$ cat config.mk
export PLATFORM = sky130hd
export DESIGN_NAME = riscv_lsu
export DESIGN_NICKNAME = d
export VERILOG_FILES = /design/src/rtl/riscv_pkg.sv /design/src/rtl/riscv_lsu_align.sv /design/src/rtl/riscv_lsu.sv
export SDC_FILE = /design/constraint.sdc
export NUM_CORES = 1
export LEC_CHECK = 0
export CORE_MARGIN = 2
export CORE_UTILIZATION = 45
export CTS_CLUSTER_DIAMETER = 200
export DETAILED_ROUTE_END_ITERATION = 10
export PLACE_DENSITY = 0.88
export SLEW_MARGIN = 25
export SYNTH_ARGS = -nofsm -noshare
export SYNTH_HDL_FRONTEND = slang
export SYNTH_SLANG_ARGS = --single-unit
$ cat constraint.sdc
create_clock -name clk_i -period 9.8 [get_ports clk_i]
set_input_delay 0.98 -clock clk_i [delete_from_list [all_inputs] [get_ports clk_i]]
set_output_delay 0.98 -clock clk_i [all_outputs]
set_load 0.01 [all_outputs]
$ cat src/rtl/riscv_pkg.sv
// Shared RV32I types and constants used by the load/store unit.
// Load/store funct3 encodings, FSM state and access-size enums, request bundle.
package riscv_pkg;

    localparam int XLEN = 32;

    localparam logic [2:0] F3_LB  = 3'd0;
    localparam logic [2:0] F3_LH  = 3'd1;
    localparam logic [2:0] F3_LW  = 3'd2;
    localparam logic [2:0] F3_LBU = 3'd4;
    localparam logic [2:0] F3_LHU = 3'd5;
    localparam logic [2:0] F3_SB  = 3'd0;
    localparam logic [2:0] F3_SH  = 3'd1;
    localparam logic [2:0] F3_SW  = 3'd2;

    typedef enum logic [1:0] {
        IDLE,
        REQ,
        WAIT_RSP,
        RESP
    } lsu_state_e;

    typedef enum logic [1:0] {
        SZ_B,
        SZ_H,
        SZ_W
    } mem_size_e;

    typedef struct packed {
        logic            we;
        logic [2:0]      funct3;
        logic [XLEN-1:0] addr;
        logic [XLEN-1:0] wdata;
        logic [4:0]      rd;
    } lsu_req_t;

    function automatic mem_size_e f3_size(input logic [2:0] f3);
        case (f3[1:0])
            2'b00:   return SZ_B;
            2'b01:   return SZ_H;
            default: return SZ_W;
        endcase
    endfunction

endpackage

$ cat src/rtl/riscv_lsu_align.sv
// Byte-lane steering for stores, load extract/extend, misalign detection.
// Build option LSU_MISALIGN_EXC_EN: flag misaligned accesses instead of aligning.
module riscv_lsu_align
    import riscv_pkg::*;
(
    input  logic            we,
    input  logic [2:0]      funct3,
    input  logic [XLEN-1:0] addr,
    input  logic [XLEN-1:0] wdata,
    input  logic [XLEN-1:0] rdata,
    output logic [XLEN-1:0] addr_al,
    output logic [3:0]      be,
    output logic [XLEN-1:0] st_data,
    output logic [XLEN-1:0] ld_data,
    output logic            illegal,
    output logic            fault
);

    mem_size_e       size;
    logic [1:0]      off;
    logic [XLEN-1:0] shifted;

    assign size = f3_size(funct3);

    assign illegal = we ? (funct3 > 3'd2)
                        : (funct3 == 3'd3 || funct3[2:1] == 2'b11);

`ifdef LSU_MISALIGN_EXC_EN
    assign fault = ~illegal
                 & (((size == SZ_H) & addr[0])
                  | ((size == SZ_W) & (|addr[1:0])));
`else
    assign fault = 1'b0;
`endif

    // Without the exception option, misaligned addresses are rounded down.
    always_comb begin
        addr_al = addr;
        unique case (1'b1)
            (size == SZ_H): addr_al[0]   = 1'b0;
            (size == SZ_W): addr_al[1:0] = 2'b00;
            default: ;
        endcase
    end

    assign off = addr_al[1:0];

    always_comb begin
        be      = 4'b1111;
        st_data = wdata;
        unique case (1'b1)
            (size == SZ_B): begin
                st_data = {4{wdata[7:0]}};
                if (we) be = 4'b0001 << off;
            end
            (size == SZ_H): begin
                st_data = {2{wdata[15:0]}};
                if (we) be = off[1] ? 4'b1100 : 4'b0011;
            end
            default: ;
        endcase
    end

    assign shifted = rdata >> {off, 3'b000};

    always_comb begin
        ld_data = '0;
        unique case (funct3)
            F3_LB:  ld_data = {{24{shifted[7]}}, shifted[7:0]};
            F3_LH:  ld_data = {{16{shifted[15]}}, shifted[15:0]};
            F3_LW:  ld_data = shifted;
            F3_LBU: ld_data = {24'd0, shifted[7:0]};
            F3_LHU: ld_data = {16'd0, shifted[15:0]};
            default: ld_data = '0;
        endcase
    end

endmodule

$ cat src/rtl/riscv_lsu.sv
// RV32I load/store unit: execute request -> req/gnt/rvalid memory -> write-back pulse.
// Build option LSU_MISALIGN_EXC_EN: misaligned H/W accesses raise exc_o.
module riscv_lsu
    import riscv_pkg::*;
#(
    parameter int ADDR_W = 32
) (
    input  logic              clk_i,
    input  logic              rst_i,
    input  logic              req_valid_i,
    output logic              req_ready_o,
    input  logic              req_we_i,
    input  logic [2:0]        req_funct3_i,
    input  logic [XLEN-1:0]   req_addr_i,
    input  logic [XLEN-1:0]   req_wdata_i,
    input  logic [4:0]        req_rd_i,
    output logic              mem_req_o,
    input  logic              mem_gnt_i,
    output logic              mem_we_o,
    output logic [3:0]        mem_be_o,
    output logic [ADDR_W-1:0] mem_addr_o,
    output logic [XLEN-1:0]   mem_wdata_o,
    input  logic              mem_rvalid_i,
    input  logic [XLEN-1:0]   mem_rdata_i,
    output logic              wb_valid_o,
    output logic              wb_we_o,
    output logic [4:0]        wb_rd_o,
    output logic [XLEN-1:0]   wb_data_o,
    output logic              exc_o
);

    localparam logic [1:0] S_IDLE = IDLE;
    localparam logic [1:0] S_REQ  = REQ;
    localparam logic [1:0] S_WAIT = WAIT_RSP;
    localparam logic [1:0] S_RESP = RESP;

    logic [1:0]        state_q;
    lsu_req_t          req_q;
    lsu_req_t          cur;

    logic              mem_we_q;
    logic [3:0]        mem_be_q;
    logic [ADDR_W-1:0] mem_addr_q;
    logic [XLEN-1:0]   mem_wdata_q;
    logic              wb_we_q;
    logic [4:0]        wb_rd_q;
    logic [XLEN-1:0]   wb_data_q;
    logic              exc_q;

    logic [XLEN-1:0]   al_addr;
    logic [3:0]        al_be;
    logic [XLEN-1:0]   al_wdata;
    logic [XLEN-1:0]   al_ld;
    logic              al_illegal;
    logic              al_fault;

    assign req_ready_o = (state_q == S_IDLE);
    assign mem_req_o   = (state_q == S_REQ);
    assign wb_valid_o  = (state_q == S_RESP);

    // Align unit sees the incoming op while idle, the latched op afterwards.
    always_comb begin
        cur = req_q;
        if (req_ready_o) begin
            cur.we     = req_we_i;
            cur.funct3 = req_funct3_i;
            cur.addr   = req_addr_i;
            cur.wdata  = req_wdata_i;
            cur.rd     = req_rd_i;
        end
    end

    riscv_lsu_align u_align (
        .we      (cur.we),
        .funct3  (cur.funct3),
        .addr    (cur.addr),
        .wdata   (cur.wdata),
        .rdata   (mem_rdata_i),
        .addr_al (al_addr),
        .be      (al_be),
        .st_data (al_wdata),
        .ld_data (al_ld),
        .illegal (al_illegal),
        .fault   (al_fault)
    );

    always_ff @(posedge clk_i or posedge rst_i) begin
        if (rst_i) begin
            state_q     <= S_IDLE;
            req_q       <= '0;
            mem_we_q    <= 1'b0;
            mem_be_q    <= '0;
            mem_addr_q  <= '0;
            mem_wdata_q <= '0;
            wb_we_q     <= 1'b0;
            wb_rd_q     <= '0;
            wb_data_q   <= '0;
            exc_q       <= 1'b0;
        end else begin
            unique case (state_q)
                S_IDLE: begin
                    if (req_valid_i) begin
                        req_q   <= cur;
                        wb_rd_q <= req_rd_i;
                        if (al_illegal || al_fault) begin
                            state_q   <= S_RESP;
                            wb_we_q   <= 1'b0;
                            wb_data_q <= al_fault ? req_addr_i : '0;
                            exc_q     <= al_fault;
                        end else begin
                            state_q     <= S_REQ;
                            mem_we_q    <= req_we_i;
                            mem_be_q    <= al_be;
                            mem_addr_q  <= ADDR_W'({al_addr[XLEN-1:2], 2'b00});
                            mem_wdata_q <= al_wdata;
                        end
                    end
                end
                S_REQ: begin
                    if (mem_gnt_i) begin
                        mem_we_q    <= 1'b0;
                        mem_be_q    <= '0;
                        mem_addr_q  <= '0;
                        mem_wdata_q <= '0;
                        if (req_q.we) begin
                            state_q   <= S_RESP;
                            wb_we_q   <= 1'b0;
                            wb_data_q <= '0;
                        end else begin
                            state_q <= S_WAIT;
                        end
                    end
                end
                S_WAIT: begin
                    if (mem_rvalid_i) begin
                        state_q   <= S_RESP;
                        wb_data_q <= al_ld;
                        wb_we_q   <= (req_q.rd != 5'd0);
                    end
                end
                S_RESP: begin
                    state_q   <= S_IDLE;
                    wb_we_q   <= 1'b0;
                    wb_rd_q   <= '0;
                    wb_data_q <= '0;
                    exc_q     <= 1'b0;
                end
                default: state_q <= S_IDLE;
            endcase
        end
    end

    assign mem_we_o    = mem_we_q;
    assign mem_be_o    = mem_be_q;
    assign mem_addr_o  = mem_addr_q;
    assign mem_wdata_o = mem_wdata_q;
    assign wb_we_o     = wb_we_q;
    assign wb_rd_o     = wb_rd_q;
    assign wb_data_o   = wb_data_q;
    assign exc_o       = exc_q;

endmodule

==> summary by stage, run 1 <==
Outcome
The run finished with clean final reports.

Clock network
Clock latency on the worst-skew pair, taken at its later pin, is 0.41 ns. After clock tree synthesis, the clock-pin slew on the worst setup and hold paths is 0.06 ns. TritonCTS built the clock tree. The H-tree was split into 4 levels. The maximum count of clock buffers along a single path is 2. The post-CTS setup-driven buffer insertion count is 0. The number of buffers inserted during clock tree synthesis is 17. The post-cts gate resize count is 0.

After clock tree synthesis, the flow added hold-fix buffers numbering 0. The clock drives 150 sinks. Clock tree synthesis selected as its root buffer the cell sky130_fd_sc_hd__clkbuf_16.

GRT
After global routing the overflow that remains totals 0. Entering global routing, the biggest net connects 105 pins. The initial antenna violation count is 1. For this run, the total global-route usage over all layers was measured as 0.248. The first-pass GRT wire length is ~35 mm. The number of global-route vias before repair was 6475.

Power and ir drop
The ratio of total power to cell area is 355 nW/um^2. The share of total power in sequential cells is 0.296. In this run the static leakage power is between 4 and 5 nW.

The power spent charging and discharging nets is 1.45 mW. The part of the power in the clock network is 0.191. The internal portion of the total power is 2.22 mW.

The worst-case IR drop observed on VDD is 0.161 mV. The combinational fraction of design power is 0.513. The overall power is 3.67 mW. Of the total power, the share spent switching nets is 0.395.

Worst setup path
Of all nets on the critical path, the largest fanout is 67. The type of the worst setup path is reg2reg. STA classifies the critical path endpoint as a flop. The startpoint type of the worst setup path is a flop. The largest single stage delay on the critical path is 0.85 ns. The data arrival time of the worst path is 4.30 ns. The signal on the critical path passes through inv_1 > ha_2 > buf_4 > inv_2 > o31ai_4 > o2111a_1 > a22oi_4 > o21ai_0. The cell with the largest stage delay on the worst path is sky130_fd_sc_hd__o31ai_4. The required time at the endpoint of the critical path is a little over 10 ns.

Synth
The gate count of the mapped netlist is 685. The number of enable-type register cells in the synthesized netlist is 0. For this run, the register share of the synthesized area comes to 0.506. Among all flip-flop cells after synthesis, the most frequent one is sky130_fd_sc_hd__dfrtp_1. During synthesis, Yosys emitted a total of 0 warnings. A synthesized cell averages 10.8 sq um. Synthesis instantiated 63 different standard cells from the library.

The proportion of register bits with asynchronous set or reset after synthesis is 1.00. Summing every instance area after synthesis gives 7420 sq um. The register bit count reported by yosys is 150.

Timing
Setup repair after global routing left no endpoint under its margin. The hold violation total from the final report is 0. The share of the clock period used by the worst path after layout is 0.405. The final worst setup slack is 5.83 ns.

The worst max-slew margin expressed relative to the limit is 0.327. For the finished layout, the period the worst path requires is between 3 and 4 ns. Based on the critical path, the design can be clocked at up to 252 MHz. On the final layout, the worst hold slack is 0.475 ns. The clock arrives with 0.00830 ns of skew.

Setup violations remaining at the end of the flow were counted as 0. At the pin with the least slew margin, the transition time is 0.989 ns. The number of pins with negative max-slew slack in the final report is 0. For the final routed database, the setup TNS stands at 0 ns.

Routing
The routed layout has 6317 vias. In this run, the number of DRC markers left after iteration 0 of detailed routing was 514. The iteration count of the initial detailed-routing pass is 5.

The count of nets left with antenna violations once routing finished came out at 0. The via density per instance is 5.73. The per-cell routed wire length is 19.3 microns. The total DRC errors in the routed layout is 0.

For this block, the routed nets add up to 21.2 mm of wire.

Floorplan
The core area is 16000 sq um. The die is 132 microns tall. For this configuration, the core starts out at a cell density of 0.464. Row generation in the floorplan step produced 46 rows.

221 I/O pins were placed. The width of the die is ~130 microns. The die area is 17500 sq um.

Cells and area
Compared with the post-synthesis result, the final layout area differs by 39.2%. The utilization of the core after routing is 0.646. The finished layout holds 1102 standard cells, fillers aside. The number of inserted filler cells in the final layout is 1289. After routing the design area is 10300 sq um. The share of final-layout standard cells stronger than drive strength 1 is 0.161. In the final design database the tool counted about 990 nets.

Flow run
The tool flagged a number of max-cap violations equal to 0.

Place
The post-place instance area is 9700 sq um. The total of buffers placed on input and output ports is 217. Detailed placement ended at an HPWL of between 10 and 15 mm.

The final estimated routing congestion in global placement is roughly 0.84. The worst slack at placement is 5.52 ns. The number of placed instances, taps included, is 1069.

Hold path
The class of the worst hold path is reg2reg.
[cells in the final DEF (no fill, tap or decap), types with 9 or more instances in the layout]
cell / count
sky130_fd_sc_hd__nand2_1: 84
sky130_fd_sc_hd__clkdlybuf4s50_1: 217
sky130_fd_sc_hd__o31ai_1: 16
sky130_fd_sc_hd__o41ai_1: 30
sky130_fd_sc_hd__o21ai_0: 47
sky130_fd_sc_hd__mux2_2: 65
sky130_fd_sc_hd__a22oi_1: 25
sky130_fd_sc_hd__a21oi_1: 11
sky130_fd_sc_hd__nor2b_1: 12
sky130_fd_sc_hd__dfrtp_1: 150
sky130_fd_sc_hd__clkbuf_16: 17
sky130_fd_sc_hd__inv_1: 36
sky130_fd_sc_hd__nor3_1: 9
sky130_fd_sc_hd__nor2_1: 10
sky130_fd_sc_hd__mux2i_1: 12
[power groups by stage]
stage	combinational, mW	clock [mW]	sequential [mW]
final	1.88	0.700	1.09
after global routing	2.04	0.735	1.12
after CTS	1.88	0.708	1.09
after detailed placement	1.86	0	1.09
after global placement	1.81	0	1.08
after floorplan	1.10	0	1.14
[state kept, by name (all words and copies together) (netlist names)]
name and count:
mem_we_o 1, mem_be_o 4, wb_rd_o 5, state_q 2
mem_wdata_o 32, wb_we_o 1, req_q 43, mem_addr_o 30
wb_data_o 32
[Yosys cell counts, drive strengths merged (3+ instances only)]
| master | instances | area share |
|---|---|---|
| o211ai | 5 | 0.0051 |
| a22oi | 26 | 0.028 |
| a21o | 8 | 0.0081 |
| a21oi | 11 | 0.0074 |
| o22ai | 8 | 0.0067 |
| o221ai | 8 | 0.0094 |
| inv | 38 | 0.019 |
| buf | 36 | 0.028 |
| o2bb2ai | 7 | 0.0083 |
| mux2 | 65 | 0.099 |
| mux2i | 13 | 0.018 |
| nand2 | 87 | 0.044 |
| o21ai | 60 | 0.044 |
| nor2b | 13 | 0.012 |
| clkbuf | 23 | 0.012 |
| o31ai | 22 | 0.027 |
| a22o | 3 | 0.0035 |
| nor3b | 3 | 0.0037 |
| nor2 | 11 | 0.0059 |
| a2111oi | 8 | 0.0094 |
| o41ai | 30 | 0.035 |
| nor3 | 10 | 0.0074 |
| a211oi | 9 | 0.011 |
| ha | 4 | 0.0067 |
| dfrtp | 150 | 0.51 |
[path summary, 6_finish.rpt]
kind	slack, ns	depth (start not counted)	start	to
setup / recovery	5.83	8	state_q[0]	wb_data_o[30]
hold / removal	0.47	2	mem_addr_o[17]	mem_addr_o[17]
setup reg to reg	5.83	8	state_q[0]	wb_data_o[30]
hold reg to reg	0.47	2	mem_addr_o[17]	mem_addr_o[17]
max in group asynchronous	7.37	3	rst_i	req_q[31]
min in group asynchronous	1.10	2	rst_i	mem_addr_o[10]
[layout make-up]
| class | instances | area, sq um | area share |
|---|---|---|---|
| Sequential cell | 150 | 3750 | 0.363 |
| Clock buffer | 23 | 488 | 0.0472 |
| Clock inverter | 8 | 144 | 0.0139 |
| Antenna cell | 2 | 5.00 | 0.000484 |
| Timing Repair Buffer | 225 | 2230 | 0.216 |
| Multi-Input combinational cell | 440 | 3290 | 0.319 |
| Tap cell | 216 | 270 | 0.0262 |
| Inverter | 38 | 148 | 0.0143 |
[critical path, delay by kind of cell, from the launching register on]
family / cells / cell delay, ns
buffers and inverters: 3 / 1.31
adders and majority gates: 1 / 0.23
DFF: 1 / 0.42
AOI/OAI and AO/OA: 4 / 1.91
[kinds of logic (layout without fill, tap and decap cells)]
kind of cell    count (synthesis)  after routing  share of synthesized area
flops                         150            150                      0.506
other cells                     1              5                   0.000505
fa+ha+maj                       4              4                    0.00674
buf+inv                        97            294                     0.0588
mux                            78             78                      0.116
compound gates                213            213                      0.216
simple gates                  142            142                     0.0964
[per-layer routing]
layer / part of all wire / GRT usage / up-vias
met5: 0 / 0 / -
met3: 0.079 / 0.0659 / 40
li1: - / - / 2892
met2: 0.50 / 0.408 / 297
met1: 0.40 / 0.316 / 3088
met4: 0.024 / 0.0872 / 0
Power figures use the tool's default switching activity.
==> run 2: changes to the inputs <==
==> constraint.sdc (replaced) <==
create_clock -name clk_i -period 3.76 [get_ports clk_i]
set_input_delay 0.376 -clock clk_i [delete_from_list [all_inputs] [get_ports clk_i]]
set_output_delay 0.376 -clock clk_i [all_outputs]
set_load 0.01 [all_outputs]
==> run 2 against run 1 <==
Sequential cell count is the same. Combinational power grew to 2.6 times the previous value. Clock power increased by 150%. Global-route usage is 0.44 points lower. Via count up 0.17%. Highest routed layer unchanged. Total power increased to 2.6 times the previous value. Register-to-register slack worse by 5.3 ns. Critical path type unchanged.
==> summary by stage, run 2 (same netlist as run 1, synthesis figures left out) <==
GRT
The overall track demand over capacity in global routing came to 0.243 (-0.00441). The number of global-route vias before repair was 6374 (-1.6%). The leftover overflow at the end of global routing is 0 (unchanged). The first-pass GRT wire length is 33.9 mm (-2.7%). The initial antenna violation count is 0 (-1). The pin count of the biggest net entering global routing came to 59 (-44%).

Worst setup path
The startpoint type of the worst setup path is a flop. The required time at the endpoint of the critical path was 4.08 ns (-6.05 ns). The largest fanout on the critical path is 47 (-30%). The type of element capturing the critical path is a flop. The setup slack of the worst register-to-register path came to 0.50 ns (-5.33 ns).

The critical path starts at state_q[0]. The data arrival time of the worst path was 3.58 ns (-0.72 ns). The critical register-to-register path startpoint is state_q[0]. The worst setup path is of the reg2reg kind.

Routing
The overall via count from detail_route is 6328 (+0.17%). The routed length on met3 is 1.47 mm (-12%). The total DRC errors in the routed layout is 0 (unchanged). The met2 wirelength from detailed routing is 10.3 mm (-1.8%).

The DRC marker count from the first detailed-route iteration was 523 (+1.8%). The remaining antenna violation count after routing is 0 (unchanged). The iteration count of the initial detailed-routing pass was 5 (unchanged). The total detailed-routing wirelength is 21.1 mm (-0.48%). The per-cell routed wire length is 19.1 microns (-1.0%). The uppermost layer routed is met4. The via density per instance is 5.71 (-0.37%).

The length of routed wiring on met1 is 8.77 mm (+2.9%).

Cells and area
The final non-filler cell total came to 1108 (+0.54%). The number of inserted filler cells in the final layout is 1253 (-2.8%). The most common library cell in the layout ignoring fill and taps is sky130_fd_sc_hd__clkdlybuf4s50_1. The layout overhead on the synthesized area is 39.7%. The library cells used most frequently in the layout, excluding fill and tap cells, are sky130_fd_sc_hd__clkdlybuf4s50_1, sky130_fd_sc_hd__dfrtp_1, sky130_fd_sc_hd__nand2_1. The total inserted antenna cells is 0 (-2). The share of final-layout standard cells stronger than drive strength 1 is 0.166 (+0.00529). The count of nets after finishing is 993 (+0.71%). The flip-flop count of the largest register after layout came to 43 (unchanged). Ranked by flip-flop count, first place goes to req_q.

Timing
The hold violation total from the final report was 0 (unchanged). The worst max-slew margin expressed relative to the limit is 0.378 (+0.0518). The final hold slack is 0.475 ns (+0.000456 ns). The count of final setup violators is 0 (unchanged).

The clock skew after layout is 0.00776 ns (-0.000537 ns). The highest clock rate is 307 MHz (+22%). The total negative slack was 0 ns (unchanged).

The transition at the pin with the smallest max-transition slack was 0.931 ns (-0.0586 ns). Setup repair after global routing left no endpoint under its margin. The minimum clock period after layout was 3.26 ns (-0.710 ns). The final worst setup slack is 0.500 ns (-5.33 ns). The number of pins with negative max-slew slack in the final report is 0 (unchanged). The share of the clock period used by the worst path after layout is 0.867 (+0.462).

Floorplan
The starting density of the core was 0.464 (unchanged). The width of the die is 132 microns (unchanged). The top-level I/O count came to 221 (unchanged). The row count is 46 (unchanged). The core area was 16000 sq um (unchanged).

The die boundary height is 132 microns (unchanged). The die area is 17500 sq um (unchanged).

Place
The total of buffers placed on input and output ports came to 217 (unchanged). The instance count after placement with tap cells included is 1076 (+0.65%). The detailed placement HPWL is 14.7 mm (+4.0%). The worst slack at placement was 0.554 ns (-4.96 ns).

The final estimated routing congestion in global placement is 0.830 (-0.85%).

Clock network
The root buffer cell is sky130_fd_sc_hd__clkbuf_16. The maximum count of clock buffers along a single path came to 2 (unchanged). TritonCTS built the clock tree. The post-CTS setup-driven buffer insertion count is 0 (unchanged). The post-cts gate resize count is 0 (unchanged). The sink count of the clock tree is 150 (unchanged).

The clock latency on the worst-skew pair was 0.42 ns (about the same). The number of H-tree levels came to 4 (unchanged). The post-CTS clock slew at the launch and capture registers of the worst setup and hold paths is 0.06 ns (about the same). The number of buffers inserted during clock tree synthesis is 17 (unchanged).

The number of buffers added to fix hold violations after cts is 0 (unchanged).

Power and ir drop
The ratio of total power to cell area is 920 nW/um^2 (+160%). The static power due to leakage is 4.35 nW (+0.13%). The overall power was 9.54 mW (+160%). The largest vdd supply drop is 0.491 mV (+210%).

Hold path
The class of the worst hold path is reg2reg. The origin of the worst min-delay path is mem_addr_o[16].

Outcome
The flow ran to the end, and the final reports show no timing, DRC or antenna violations.

Flow run
The number of maximum-capacitance constraint violations is 0 (unchanged).
==> run 2: power breakdown <==
part | switching (mW) | internal [mW]
clock network | 0.678 | 1.06
logic | 2.68 | 2.29
registers | 0.451 | 2.38
total | 3.81 | 5.73
==> run 2: worst paths after layout <==
| path | cells past startpoint | to |
|---|---|---|
| max in group asynchronous | 3 | req_q[15] |
| worst max-delay path | 7 | mem_be_o[3] |
| min in group asynchronous | 2 | wb_data_o[25] |
| worst min register to register | 2 | mem_addr_o[16] |
| worst min-delay path | 2 | mem_addr_o[16] |
| worst max register to register | 7 | mem_be_o[3] |
==> run 2: final cells by class <==
class	instances	area, sq um	area share
clock buffers	21	450	0.0434
clock inverters	11	148	0.0142
inverters	38	146	0.0141
multi-input cells	440	3290	0.317
flip-flops and latches	150	3750	0.362
well taps	216	270	0.0261
repair buffers	232	2310	0.223
==> run 2: critical path, cell delays in order, from the launching register on <==
cell and delay, ns:
sky130_fd_sc_hd__dfrtp_1 0.42, sky130_fd_sc_hd__inv_1 0.13, sky130_fd_sc_hd__ha_2 0.67, sky130_fd_sc_hd__buf_4 0.56
sky130_fd_sc_hd__nor2_1 0.10, sky130_fd_sc_hd__a211o_2 0.62, sky130_fd_sc_hd__buf_4 0.36, sky130_fd_sc_hd__o31ai_1 0.26
==> run 2: per-stage QoR <==
step / util / area, sq um
final: 0.648 / 10400
after global routing: 0.648 / 10400
after detailed placement: 0.610 / 9770
after CTS: 0.648 / 10400
after floorplan: - / 7430
after global placement: 0.610 / 9770
==> run 2: routing by layer <==
layer	vias up	track usage
met2	279	0.398
met3	44	0.0563
met1	3101	0.312
met5	-	0
met4	0	0.101
li1	2904	-
==> run 3: changes to the inputs <==
--- a/config.mk
+++ b/config.mk
@@ -10,6 +10,7 @@
 export CTS_CLUSTER_DIAMETER = 200
 export DETAILED_ROUTE_END_ITERATION = 10
 export PLACE_DENSITY = 0.88
+export REMOVE_ABC_BUFFERS = 1
 export SLEW_MARGIN = 25
 export SYNTH_ARGS = -nofsm -noshare
 export SYNTH_HDL_FRONTEND = slang
==> run 3 against run 2 <==
Total power fell by 1.5%. Worst setup slack got worse by 0.035 ns. Sequential share of layout area rose by 0.13 points. Global-route usage fell by 0.58 points. Non-clock buffer count rose by 1. Count of clock-buffer cells in the layout did not move. Largest cell class unchanged.
==> summary by stage, run 3 (same netlist as run 1, synthesis figures left out) <==
Outcome
The run finished with clean final reports.

Floorplan
The die area is 17500 sq um (unchanged). The die boundary height is 132 microns (unchanged). The top-level I/O count is 221 (unchanged). The row count was 46 (unchanged). The width of the die came to 132 microns (unchanged). The core area is 16000 sq um (unchanged). The starting density of the core is 0.464 (unchanged).

Worst setup path
The capture point of the critical path is mem_wdata_o[23]. The type of the worst setup path is reg2reg. The startpoint identified for the worst register-to-register timing path is state_q[0].

The worst setup path is launched from a flop. The cell with the largest stage delay on the worst path is sky130_fd_sc_hd__a211o_2. The stage delay of the slowest cell on the critical path is 0.68 ns (about the same). The number of buffers and inverters on the critical path came to 1 (-2). The endpoint identified for the worst register-to-register timing path is mem_wdata_o[23].

The required time at the endpoint of the critical path is 4.12 ns (+0.04 ns). The setup slack of the worst register-to-register path is 0.46 ns (-0.04 ns). The largest fanout on the critical path was 56 (+19%). Tracing the worst setup path back leads to its startpoint at state_q[0]. Walking the worst path, the cells encountered are inv_1 > ha_2 > nor3b_2 > o311ai_4 > a211o_2 > a2111oi_0 > a21o_1. The category of cells accounting for the largest share of critical-path delay is compound AO/OA/AOI/OAI gates. The depth of the most critical reg-to-reg path is 7 (unchanged). The data arrival time of the worst path was 3.66 ns (+0.08 ns). The instance count on the critical path is 7 (unchanged).

The worst setup path is captured at a flop.

Clock network
The maximum count of clock buffers along a single path is 2 (unchanged). TritonCTS built the clock tree. The post-cts gate resize count is 0 (unchanged). The root buffer cell is sky130_fd_sc_hd__clkbuf_16. The sink count of the clock tree was 150 (unchanged). The post-CTS clock slew at the launch and capture registers of the worst setup and hold paths came to 0.06 ns (about the same). The number of buffers inserted during clock tree synthesis is 17 (unchanged).

The number of H-tree levels is 4 (unchanged). The clock latency on the worst-skew pair was 0.42 ns (about the same). The number of buffers added to fix hold violations after cts came to 0 (unchanged). The post-CTS setup-driven buffer insertion count is 0 (unchanged).

Timing
The hold violation total from the final report was 0 (unchanged). The share of the clock period used by the worst path after layout is 0.876 (+0.00931). Setup repair after global routing left no endpoint under its margin. The transition at the pin with the smallest max-transition slack came to 0.874 ns (-0.0565 ns). The highest clock rate was 303 MHz (-1.1%). The clock skew after layout is 0.00495 ns (-0.00281 ns).

The worst max-slew margin expressed relative to the limit is 0.417 (+0.0390). The count of final setup violators is 0 (unchanged). The total negative slack is 0 ns (unchanged). The minimum clock period after layout is 3.30 ns (+0.0350 ns). The number of pins with negative max-slew slack in the final report was 0 (unchanged). The final worst setup slack was 0.465 ns (-0.0350 ns).

Routing
The via density per instance was 5.70 (-0.12%). The total detailed-routing wirelength is 20.5 mm (-2.8%). The remaining antenna violation count after routing came to 0 (unchanged).

The iteration count of the initial detailed-routing pass is 5 (unchanged). The DRC marker count from the first detailed-route iteration is 357 (-32%). The per-cell routed wire length is 18.5 microns (-3.0%).

The overall via count from detail_route was 6332 (+0.063%). The total DRC errors in the routed layout is 0 (unchanged).

Cells and area
The layout overhead on the synthesized area is 39.2%. The largest register by flop count is req_q. The flip-flop count of the largest register after layout is 43 (unchanged). The share of final-layout standard cells stronger than drive strength 1 came to 0.168 (+0.00205).

The library cell used most frequently in the layout, excluding fill and tap cells, is sky130_fd_sc_hd__clkdlybuf4s50_1. The count of nets after finishing is 994 (+0.10%). The library cells used most frequently in the layout, excluding fill and tap cells, are sky130_fd_sc_hd__clkdlybuf4s50_1, sky130_fd_sc_hd__dfrtp_1, sky130_fd_sc_hd__nand2_1.

Power and ir drop
The part of the power in the clock network is 0.173 (-0.009). The share of total power in sequential cells is 0.302 (+0.006). The largest vdd supply drop is 0.497 mV (+1.2%). The static power due to leakage came to 4.34 nW (-0.25%). The switching fraction of total power is 0.401 (+0.00153). The ratio of total power to cell area is 909 nW/um^2 (-1.2%). The cell-internal power came to 5.63 mW (-1.8%). The power spent charging and discharging nets is 3.77 mW (-1.2%). The combinational fraction of design power was 0.525 (+0.004).

GRT
The leftover overflow at the end of global routing is 0 (unchanged). The overall track demand over capacity in global routing is 0.237 (-0.00584). The number of global-route vias before repair is 6440 (+1.0%).

The initial antenna violation count is 1 (+1). The pin count of the biggest net entering global routing is 91 (+54%). The first-pass GRT wire length is 33.3 mm (-1.7%).

Place
The final estimated routing congestion in global placement is 0.805 (-2.9%). The total of buffers placed on input and output ports is 217 (unchanged). The detailed placement HPWL came to 14.1 mm (-4.0%).

The worst slack at placement is 0.487 ns (-0.0674 ns).

Hold path
The class of the worst hold path is in2async.

Flow run
The number of maximum-capacitance constraint violations is 0 (unchanged).
run 3: final cells by class:
type                    count  area [sq um]
repair buffers            233          2300
clock inverters            11           101
inverters                  38           148
diodes                      1          2.50
multi-input cells         440          3290
well taps                 216           270
fillers                  1286          5670
clock buffers              21           460
flip-flops and latches    150          3750
run 3: metrics by stage:
stage               cell area [sq um]  std cells   util  hold WS (ns)  total power, mW
finish                          10300       1110  0.646         0.475             9.39
global route                    10300       1110  0.646         0.495             9.99
CTS                             10300       1109  0.646         0.480             9.45
detailed placement               9770       1077  0.610         0.460             7.78
global placement                 9760       1077  0.610         0.456             7.61
floorplan                        7140        628      -         0.470             5.63
run 3: how the worst min path moves through the flow:
| stage | startpoint | endpoint | depth (start not counted) |
|---|---|---|---|
| floorplan | req_q[2] | req_q[2] | 1 |
| global placement | mem_addr_o[23] | mem_addr_o[23] | 2 |
| detailed placement | mem_addr_o[27] | mem_addr_o[27] | 2 |
| CTS | mem_wdata_o[0] | mem_wdata_o[0] | 2 |
| global route | req_addr_i[4] | mem_addr_o[4] | 3 |
| finish | rst_i | wb_data_o[18] | 2 |
run 3: power groups by stage:
stage	Clock, mW	Sequential [mW]	Combinational [mW]
after floorplan	0	2.98	2.65
after detailed placement	0	2.84	4.94
after global routing	1.72	2.92	5.35
after CTS	1.65	2.83	4.96
after global placement	0	2.82	4.79
final	1.62	2.84	4.94
run 3: per-layer routing:
layer | vias up | routed length, microns | share of wire | track usage
met5 | - | 0 | 0 | 0
li1 | 2893 | - | - | -
met4 | 0 | 499 | 0.024 | 0.0860
met1 | 3138 | 8370 | 0.41 | 0.299
met2 | 266 | 10300 | 0.50 | 0.399
met3 | 35 | 1350 | 0.066 | 0.0575
